==> src/rtl/bird_motion.sv <==
// bird_motion: SpacyBird vertical physics. Integrates gravity and flap
// impulses once per frame tick, clamps at ceiling and ground, and owns the
// bird-dead flag. After a pipe hit the bird falls to the ground and freezes.
//
// Ports:
//   iClk         system clock
//   iRstN        asynchronous active-low reset
//   iBirdRst     synchronous respawn request (highest priority)
//   iBirdWait    freeze request; holds state and discards flaps
//   iFrameTick   one-cycle pulse per video frame
//   iFlapPressed one-cycle debounced flap pulse
//   iPipeHit     level, bird overlaps a pipe
//   oBirdY       bird top edge position (registered)
//   oBirdVel     signed velocity, positive = down (registered)
//   oBirdDead    bird is dying or grounded (registered)
module bird_motion #(
   parameter int Y_W      = 10,
   parameter int VEL_W    = 6,
   parameter int Y_INIT   = 240,
   parameter int Y_MIN    = 0,
   parameter int Y_MAX    = 464,
   parameter int GRAVITY  = 1,
   parameter int VMAX     = 8,
   parameter int FLAP_VEL = -8
) (
   input  logic                    iClk,
   input  logic                    iRstN,
   input  logic                    iBirdRst,
   input  logic                    iBirdWait,
   input  logic                    iFrameTick,
   input  logic                    iFlapPressed,
   input  logic                    iPipeHit,
   output logic [Y_W-1:0]          oBirdY,
   output logic signed [VEL_W-1:0] oBirdVel,
   output logic                    oBirdDead
);

   // Position sum needs a sign bit plus one overflow bit above Y_W.
   localparam int unsigned YS_W = Y_W + 2;
   // Velocity increment needs one guard bit before saturation.
   localparam int unsigned VS_W = VEL_W + 1;

   typedef enum logic [1:0] {
      S_ALIVE    = 2'd0,
      S_DYING    = 2'd1,
      S_GROUNDED = 2'd2
   } state_t;

   state_t                  state, stateNext;
   logic                    flapPending, flapPendingNext;
   logic [Y_W-1:0]          birdYNext;
   logic signed [VEL_W-1:0] birdVelNext;
   logic                    birdDeadNext;

   logic                    flapEff;
   logic signed [VS_W-1:0]  velInc;
   logic signed [VEL_W-1:0] velGrav;
   logic signed [VEL_W-1:0] velNew;
   logic signed [YS_W-1:0]  ySum;

   // Candidate velocity and position for a frame tick.
   always_comb begin
      flapEff = (state == S_ALIVE) && (flapPending || iFlapPressed);
      velInc  = VS_W'(oBirdVel) + VS_W'(GRAVITY);
      velGrav = (velInc > VS_W'(VMAX)) ? VEL_W'(VMAX) : VEL_W'(velInc);
      velNew  = flapEff ? VEL_W'(FLAP_VEL) : velGrav;
      ySum    = $signed({2'b00, oBirdY}) + YS_W'(velNew);
   end

   // Next-state and next-output logic.
   always_comb begin
      stateNext       = state;
      flapPendingNext = flapPending;
      birdYNext       = oBirdY;
      birdVelNext     = oBirdVel;

      if (iBirdRst) begin
         stateNext       = S_ALIVE;
         flapPendingNext = 1'b0;
         birdYNext       = Y_W'(Y_INIT);
         birdVelNext     = '0;
      end else if (iBirdWait) begin
         // Pause: everything holds, flaps seen during pause are dropped.
         flapPendingNext = 1'b0;
      end else begin
         unique case (state)
            S_ALIVE: begin
               if (iPipeHit) begin
                  stateNext       = S_DYING;
                  birdVelNext     = '0;
                  flapPendingNext = 1'b0;
               end else if (iFrameTick) begin
                  flapPendingNext = 1'b0;
                  if (ySum <= YS_W'(Y_MIN)) begin
                     birdYNext   = Y_W'(Y_MIN);
                     birdVelNext = '0;
                  end else if (ySum >= YS_W'(Y_MAX)) begin
                     birdYNext   = Y_W'(Y_MAX);
                     birdVelNext = '0;
                     stateNext   = S_GROUNDED;
                  end else begin
                     birdYNext   = Y_W'(ySum);
                     birdVelNext = velNew;
                  end
               end else if (iFlapPressed) begin
                  flapPendingNext = 1'b1;
               end
            end
            S_DYING: begin
               flapPendingNext = 1'b0;
               if (iFrameTick) begin
                  if (ySum >= YS_W'(Y_MAX)) begin
                     birdYNext   = Y_W'(Y_MAX);
                     birdVelNext = '0;
                     stateNext   = S_GROUNDED;
                  end else begin
                     birdYNext   = Y_W'(ySum);
                     birdVelNext = velNew;
                  end
               end
            end
            default: begin
               flapPendingNext = 1'b0;
            end
         endcase
      end

      birdDeadNext = (stateNext != S_ALIVE);
   end

   // State and output registers.
   always_ff @(posedge iClk or negedge iRstN) begin
      if (!iRstN) begin
         state       <= S_ALIVE;
         flapPending <= 1'b0;
         oBirdY      <= Y_W'(Y_INIT);
         oBirdVel    <= '0;
         oBirdDead   <= 1'b0;
      end else begin
         state       <= stateNext;
         flapPending <= flapPendingNext;
         oBirdY      <= birdYNext;
         oBirdVel    <= birdVelNext;
         oBirdDead   <= birdDeadNext;
      end
   end

endmodule

==> config.mk <==
export PLATFORM = sky130hd
export DESIGN_NAME = bird_motion
export DESIGN_NICKNAME = d
export VERILOG_FILES = /design/src/rtl/bird_motion.sv
export SDC_FILE = /design/constraint.sdc
export NUM_CORES = 1
export LEC_CHECK = 0
export CAP_MARGIN = 20
export CORE_MARGIN = 2
export CORE_UTILIZATION = 50
export DETAILED_ROUTE_END_ITERATION = 6
export GPL_ROUTABILITY_DRIVEN = 0
export PLACE_DENSITY = 0.76
export SLEW_MARGIN = 5
export SYNTH_ARGS = -nofsm -noshare
export SYNTH_HDL_FRONTEND = slang
export SYNTH_SLANG_ARGS = --single-unit
==> constraint.sdc <==
create_clock -name iClk -period 4.4 [get_ports iClk]
set_clock_uncertainty 0.05 [all_clocks]
set_input_delay 0.66 -clock iClk [delete_from_list [all_inputs] [get_ports iClk]]
set_output_delay 0.66 -clock iClk [all_outputs]
set_load 0.05 [all_outputs]
Word-level counts from Yosys, hierarchy flattened. Cells that the tools add are included. Widths: inputs -> output; s select.

Register bits: 20. Latch bits: 0. Memory bits (writable): 0. Memory bits (read-only): 0. Input bits: 7. Word-level logic and storage cells: 56. Memories: 0.

Add/subtract/negate cells: 2. Multiply operators: 0. Div/mod/pow operators: 0. Magnitude comparators: 3. Equality and inequality tests: 7. Shift-type cells: 0. Multiplexer cells: 32. Bitwise logic cells: 0. Reductions and logical operators: 7.

Operators with widths (number): $mux 10 (7); $mux 6 (9); $pmux 10 s2 (1); $mux 2 (7); $add 11x6->12 (1); $ge 12x10->1 const B (1); $le 12x1->1 const B (1); $pmux 6 s2 (1); $ne 3x3->1 const B (3); $add 6x2->7 const B (1); $gt 7x5->1 const B (1); $mux 1 (6); $ne 6x6->1 const B (1); $reduce_and 5->1 (1); $ne 4x4->1 const B (1); $pmux 2 s2 (1); $reduce_and 4->1 (1); $reduce_bool 3->1 (1); $eq 2x1->1 const B (1); $logic_not 2->1 (1); $ne 2x2->1 const B (1); $reduce_bool 2->1 (1); $logic_and 1x1->1 (1); $logic_or 1x1->1 (1).

Longest topological paths before layout.
Word-level depth: 14. Depth in mapped cells: 20. Gate-level depth less buffers: 19.

Worst setup path before layout. OpenSTA, ideal clock, no wires.

Path kind: register to register. Start: register oBirdVel[1]. End: register oBirdDead. Setup time: 134 ps. Data arrival time: 4580 ps. Required time: 4216 ps. Path slack: -365 ps. Stages on the path, launching flop included: 21. Buffers on the path: 1. Cells stage by stage: dfrtp_1 ha_1 clkbuf_1 nand2_1 a21oi_1 a32oi_1 o22ai_1 nor2_1 or3_1 inv_1 ha_1 inv_1 fa_1 nand2b_1 a2111o_1 o311ai_2 o2111ai_1 o311a_2 o22ai_2 a311o_1 o311ai_1.

Cells in the longest elaborated chain, start to end: 14. Elaborated cells between the ends (all ways): 16. Those cells by class: 2 x add/sub; 3 x order compare; 10 x mux; 1 x reduce/logical.

Ends and longest elaborated chain: start, declared (RTL line 34) `output logic signed [VEL_W-1:0] oBirdVel,`; start signal, assigned (RTL line 143) `oBirdVel <= birdVelNext;`; $add 6x2->7 (*) (RTL line 64) `velInc = VS_W'(oBirdVel) + VS_W'(GRAVITY);`; $gt 7x5->1 (RTL line 65) `velGrav = (velInc > VS_W'(VMAX)) ? VEL_W'(VMAX) : VEL_W'(velInc);`; $mux 6 (*) (RTL line 65); $mux 6 (*) (RTL line 66) `velNew = flapEff ? VEL_W'(FLAP_VEL) : velGrav;`; $add 11x6->12 (*) (RTL line 67) `ySum = $signed({2'b00, oBirdY}) + YS_W'(velNew);`; $ge 12x10->1 (RTL line 97, 112); $mux 2 (RTL line 97, 112); $mux 2 (RTL line 94) `if (ySum <= YS_W'(Y_MIN)) begin`; $mux 2 (RTL line 92) `end else if (iFrameTick) begin`; $mux 2 (RTL line 88) `if (iPipeHit) begin`; $pmux 2 s2 (*) (RTL line 86) `unique case (state)`; $mux 2 (*) (RTL line 82) `end else if (iBirdWait) begin`; $mux 2 (*) (RTL line 77) `if (iBirdRst) begin`; $reduce_bool 2->1 (*) (RTL line 128) `birdDeadNext = (stateNext != S_ALIVE);`; net birdDeadNext (RTL line 53) `logic birdDeadNext;`; end signal, assigned (RTL line 144) `oBirdDead <= birdDeadNext;`; end, declared (RTL line 35) `output logic oBirdDead`.

Mark *: on every way through the listed nets, which the timed path passes. The rest lies on a longest branch. A chain may end at the register's enable or synchronous reset.

Worst setup path after layout.
Start: register oBirdVel[1]. End: register oBirdY[1].

Cells in the longest elaborated chain, start to end: 13. Elaborated cells between the ends (all ways): 15. Those cells by class: 2 x add/sub; 3 x order compare; 10 x mux.

Ends and longest elaborated chain: $add 6x2->7 (*) (RTL line 64); $gt 7x5->1 (RTL line 65); $mux 6 (*) (RTL line 65); $mux 6 (*) (RTL line 66); $add 11x6->12 (*) (RTL line 67); $ge 12x10->1 (RTL line 97, 112); $mux 10 (RTL line 97, 112); $mux 10 (RTL line 94); $mux 10 (RTL line 92); $mux 10 (RTL line 88); $pmux 10 s2 (*) (RTL line 86); $mux 10 (*) (RTL line 82); $mux 10 (*) (RTL line 77); end signal, assigned (RTL line 136) `oBirdY <= Y_W'(Y_INIT);`; end signal, assigned (RTL line 142) `oBirdY <= birdYNext;`; end, declared (RTL line 33) `output logic [Y_W-1:0] oBirdY,`.

Mark *: on every way between the ends. The rest lies on a longest branch, timed or not. The select of a mux whose other input is x is not followed.

==> qor.yml <==
path_buf_inv: 5
relSlewSlack_pct: 39.50
grt_pass1_wl_um: 8611
period_needed_ps: 4328
core.rowCount: 22
synth_edf_count: 0
fp.dieH_um: 66.58
grt_pass1_vias: 1890
multi_input_area_mm2: 0.001560
arrival_ps: 4430
root_buffer: "clkbuf_8"
initial_core_util_pct: 52.69
avgSynthCellArea_um2: 8.297
crit_path_end_kind: "register"
crit_path_start_kind: "register"
drt-total-wl_um: 5873
dr.pass1.iters: 4
cts_tree: "built"
post_layout_nonfiller_instances: 337
dp_hpwl_um: 3980
crit_fanout: 6
yosysMostFrequentCell: "nand2_1"
ys_async_sr_fraction_pct: 100.0
fin_crit_sh_pct: 98.36
synthDistinctLibCells: 60
grt_max_degree: 21
yosysSeqAreaShare_pct: 25.81
insertion_delay_ps: 260
seqCellArea_um2: 510.5
critPathKind: "register to register"
grt.total_usage_pct: 25.07
vias_per_cell: 6.071
design.portCount: 24
fill_cells: 278
hold_path_class: "register to register"
hold_violations: 0
syn_inst: 236
first_iter_violations: 109
place_inst: 323
gr-usage-met2_pct: 42.25
rsz0062_at_grt: "true"
synth-seq-cells: 20
slowest_delay_ps: 510
maxCapViolCount: 0
setup_viol: 0
post_drt_wl_per_cell_um: 17.43
synth_flop_cell: "dfrtp_1"
num_vias: 2046
status: "finished, final reports clean"
route.detailed.drc: 0
nNetsFinal: 311
ant_nets: 0
cpMaxStageDelayCell: "dfrtp_4"
met3_usage_pct: 1.520
synth.largest_area_cell: "dfrtp_1"
worstPathRequired_ps: 4500
antenna_found_initial: 0
tightest_slew_ps: 904.7
drive_above_1_share_pct: 33.22
grt_most_used_layer: "met2"
yosysWarningCount: 0
die_w_um: 66.58
numCtsBuffers: 3
antennaDiodeCount: 0
fin_setup_tns_ps: 0
report.final.slew_viol_count: 0
synthToLayoutAreaGrowth_pct: 42.17
coreArea_mm2: 0.003716
critPathTopFamily: "compound AO/OA/AOI/OAI gates"
synth.net_count: 257
htree_levels: 1
cp_cell_sequence: "ha_4 > nand2b_4 > a21oi_2 > nor2_1 > o22ai_1 > nor2_1 > or3_4 > inv_2 > ha_4 > inv_2 > fa_2 > nand2b_4 > buf_6 > a21oi_2 > buf_4 > o31a_1 > nor2_2 > o311a_4 > o22a_4 > o211ai_4 > clkbuf_16 > o21ai_2"
grt_remaining_overflow: 0
design.die.area_mm2: 0.004433
path_clk_slew_ps: 70
synth_common_cells: "nand2_1, a21oi_1, nor2_1"
fmax_mhz: 231.1
clockBufferDepth: 2
yosysTopAreaCellShare_pct: 20.45
port-buffer-count: 23
cts_sinks: 20
netlist_area_mm2: 0.001958
synthTopCellsByArea: "dfrtp_1, ha_1, a21oi_1, dfstp_2, nand2_1"
met1_usage_pct: 33.47
## cells by family (layout without fill, tap and decap cells)
| group | after synthesis | after routing | share of synthesized area (%) |
|---|---|---|---|
| adder cells (fa/ha/maj) | 14 | 14 | 9.329 |
| AND/OR/NAND/NOR | 76 | 76 | 18.53 |
| buffers and inverters | 25 | 78 | 4.984 |
| flip-flops | 20 | 20 | 25.81 |
| AO/OA/AOI/OAI | 91 | 91 | 36.55 |
| XOR/XNOR | 9 | 9 | 4.026 |
| multiplexers | 1 | 1 | 0.7665 |
## area by class of cell
class                           instances  share of cell area [%]
Tap cell                               48                   2.157
Timing Repair Buffer                   60                   19.60
Clock buffer                            4                   1.978
Inverter                               14                   1.888
Multi-Input combinational cell        191                   56.05
Sequential cell                        20                   18.34
## sequential cells by signal, summed over array words and instances (netlist names)
| register | flops |
|---|---|
| oBirdDead | 1 |
| oBirdVel | 6 |
| oBirdY | 10 |
| flapPending | 1 |
| state | 2 |
## cells in the final DEF (no fill, tap or decap), drive strengths merged, types with 3 or more instances in the layout
master	count
ha	13
buf	36
a21oi	23
o31ai	3
nor2b	5
o311a	3
o211ai	5
clkbuf	5
dfstp	4
inv	14
nor2	18
clkdlybuf4s50	23
nor3	6
nand3	6
a21o	5
nand2	26
a211oi	5
xnor2	7
nand2b	6
dfrtp	16
o21ai	21
## worst reg2reg max path: stages (launching register included)
cell and delay (ps):
dfrtp_4 510, ha_4 190, nand2b_4 140, a21oi_2 100, nor2_1 60, o22ai_1 170
nor2_1 100, or3_4 400, inv_2 80, ha_4 140, inv_2 40, fa_2 380
nand2b_4 150, buf_6 120, a21oi_2 120, buf_4 140, o31a_1 220, nor2_2 90
o311a_4 390, o22a_4 280, o211ai_4 110, clkbuf_16 200, o21ai_2 60
## per-stage QoR
stage               utilization, %  instance area [um2]  setup slack (ps)  hold WS, ps
finish                       74.92                 2784             72.04        476.2
global placement             65.86                 2447            -136.3        443.7
floorplan                        -                 1988             19.66        314.4
global route                 74.92                 2784            -135.1        515.8
detailed placement           65.86                 2447            -162.8        450.6
CTS                          67.34                 2502             43.31        475.6
## final timing paths
path,start,endpoint,slack [ps],depth (start not counted)
setup reg to reg,oBirdVel[1],oBirdY[1],70,22
hold / removal,oBirdY[3],oBirdY[3],480,2
hold reg to reg,oBirdY[3],oBirdY[3],480,2
setup / recovery,oBirdVel[1],oBirdY[1],70,22
min in group asynchronous,iRstN,oBirdY[0],860,1
max in group asynchronous,iRstN,oBirdVel[1],2790,1
## repair_timing
action | in CTS | in global routing
resized for setup | 0 | 34
setup buffers | 0 | 10
endpoints found under the hold margin | 0 | 0
hold buffers | 0 | 0
setup endpoints to repair | 0 | 19
## layer usage
metal / up-vias / wire [um]
met4: 0 / 144
met3: 14 / 217
met1: 990 / 2512
met2: 62 / 2998
li1: 980 / -
met5: - / 0
Power is not shown: default switching activity piles up to over one toggle a cycle in this logic, so the estimate is an artifact.
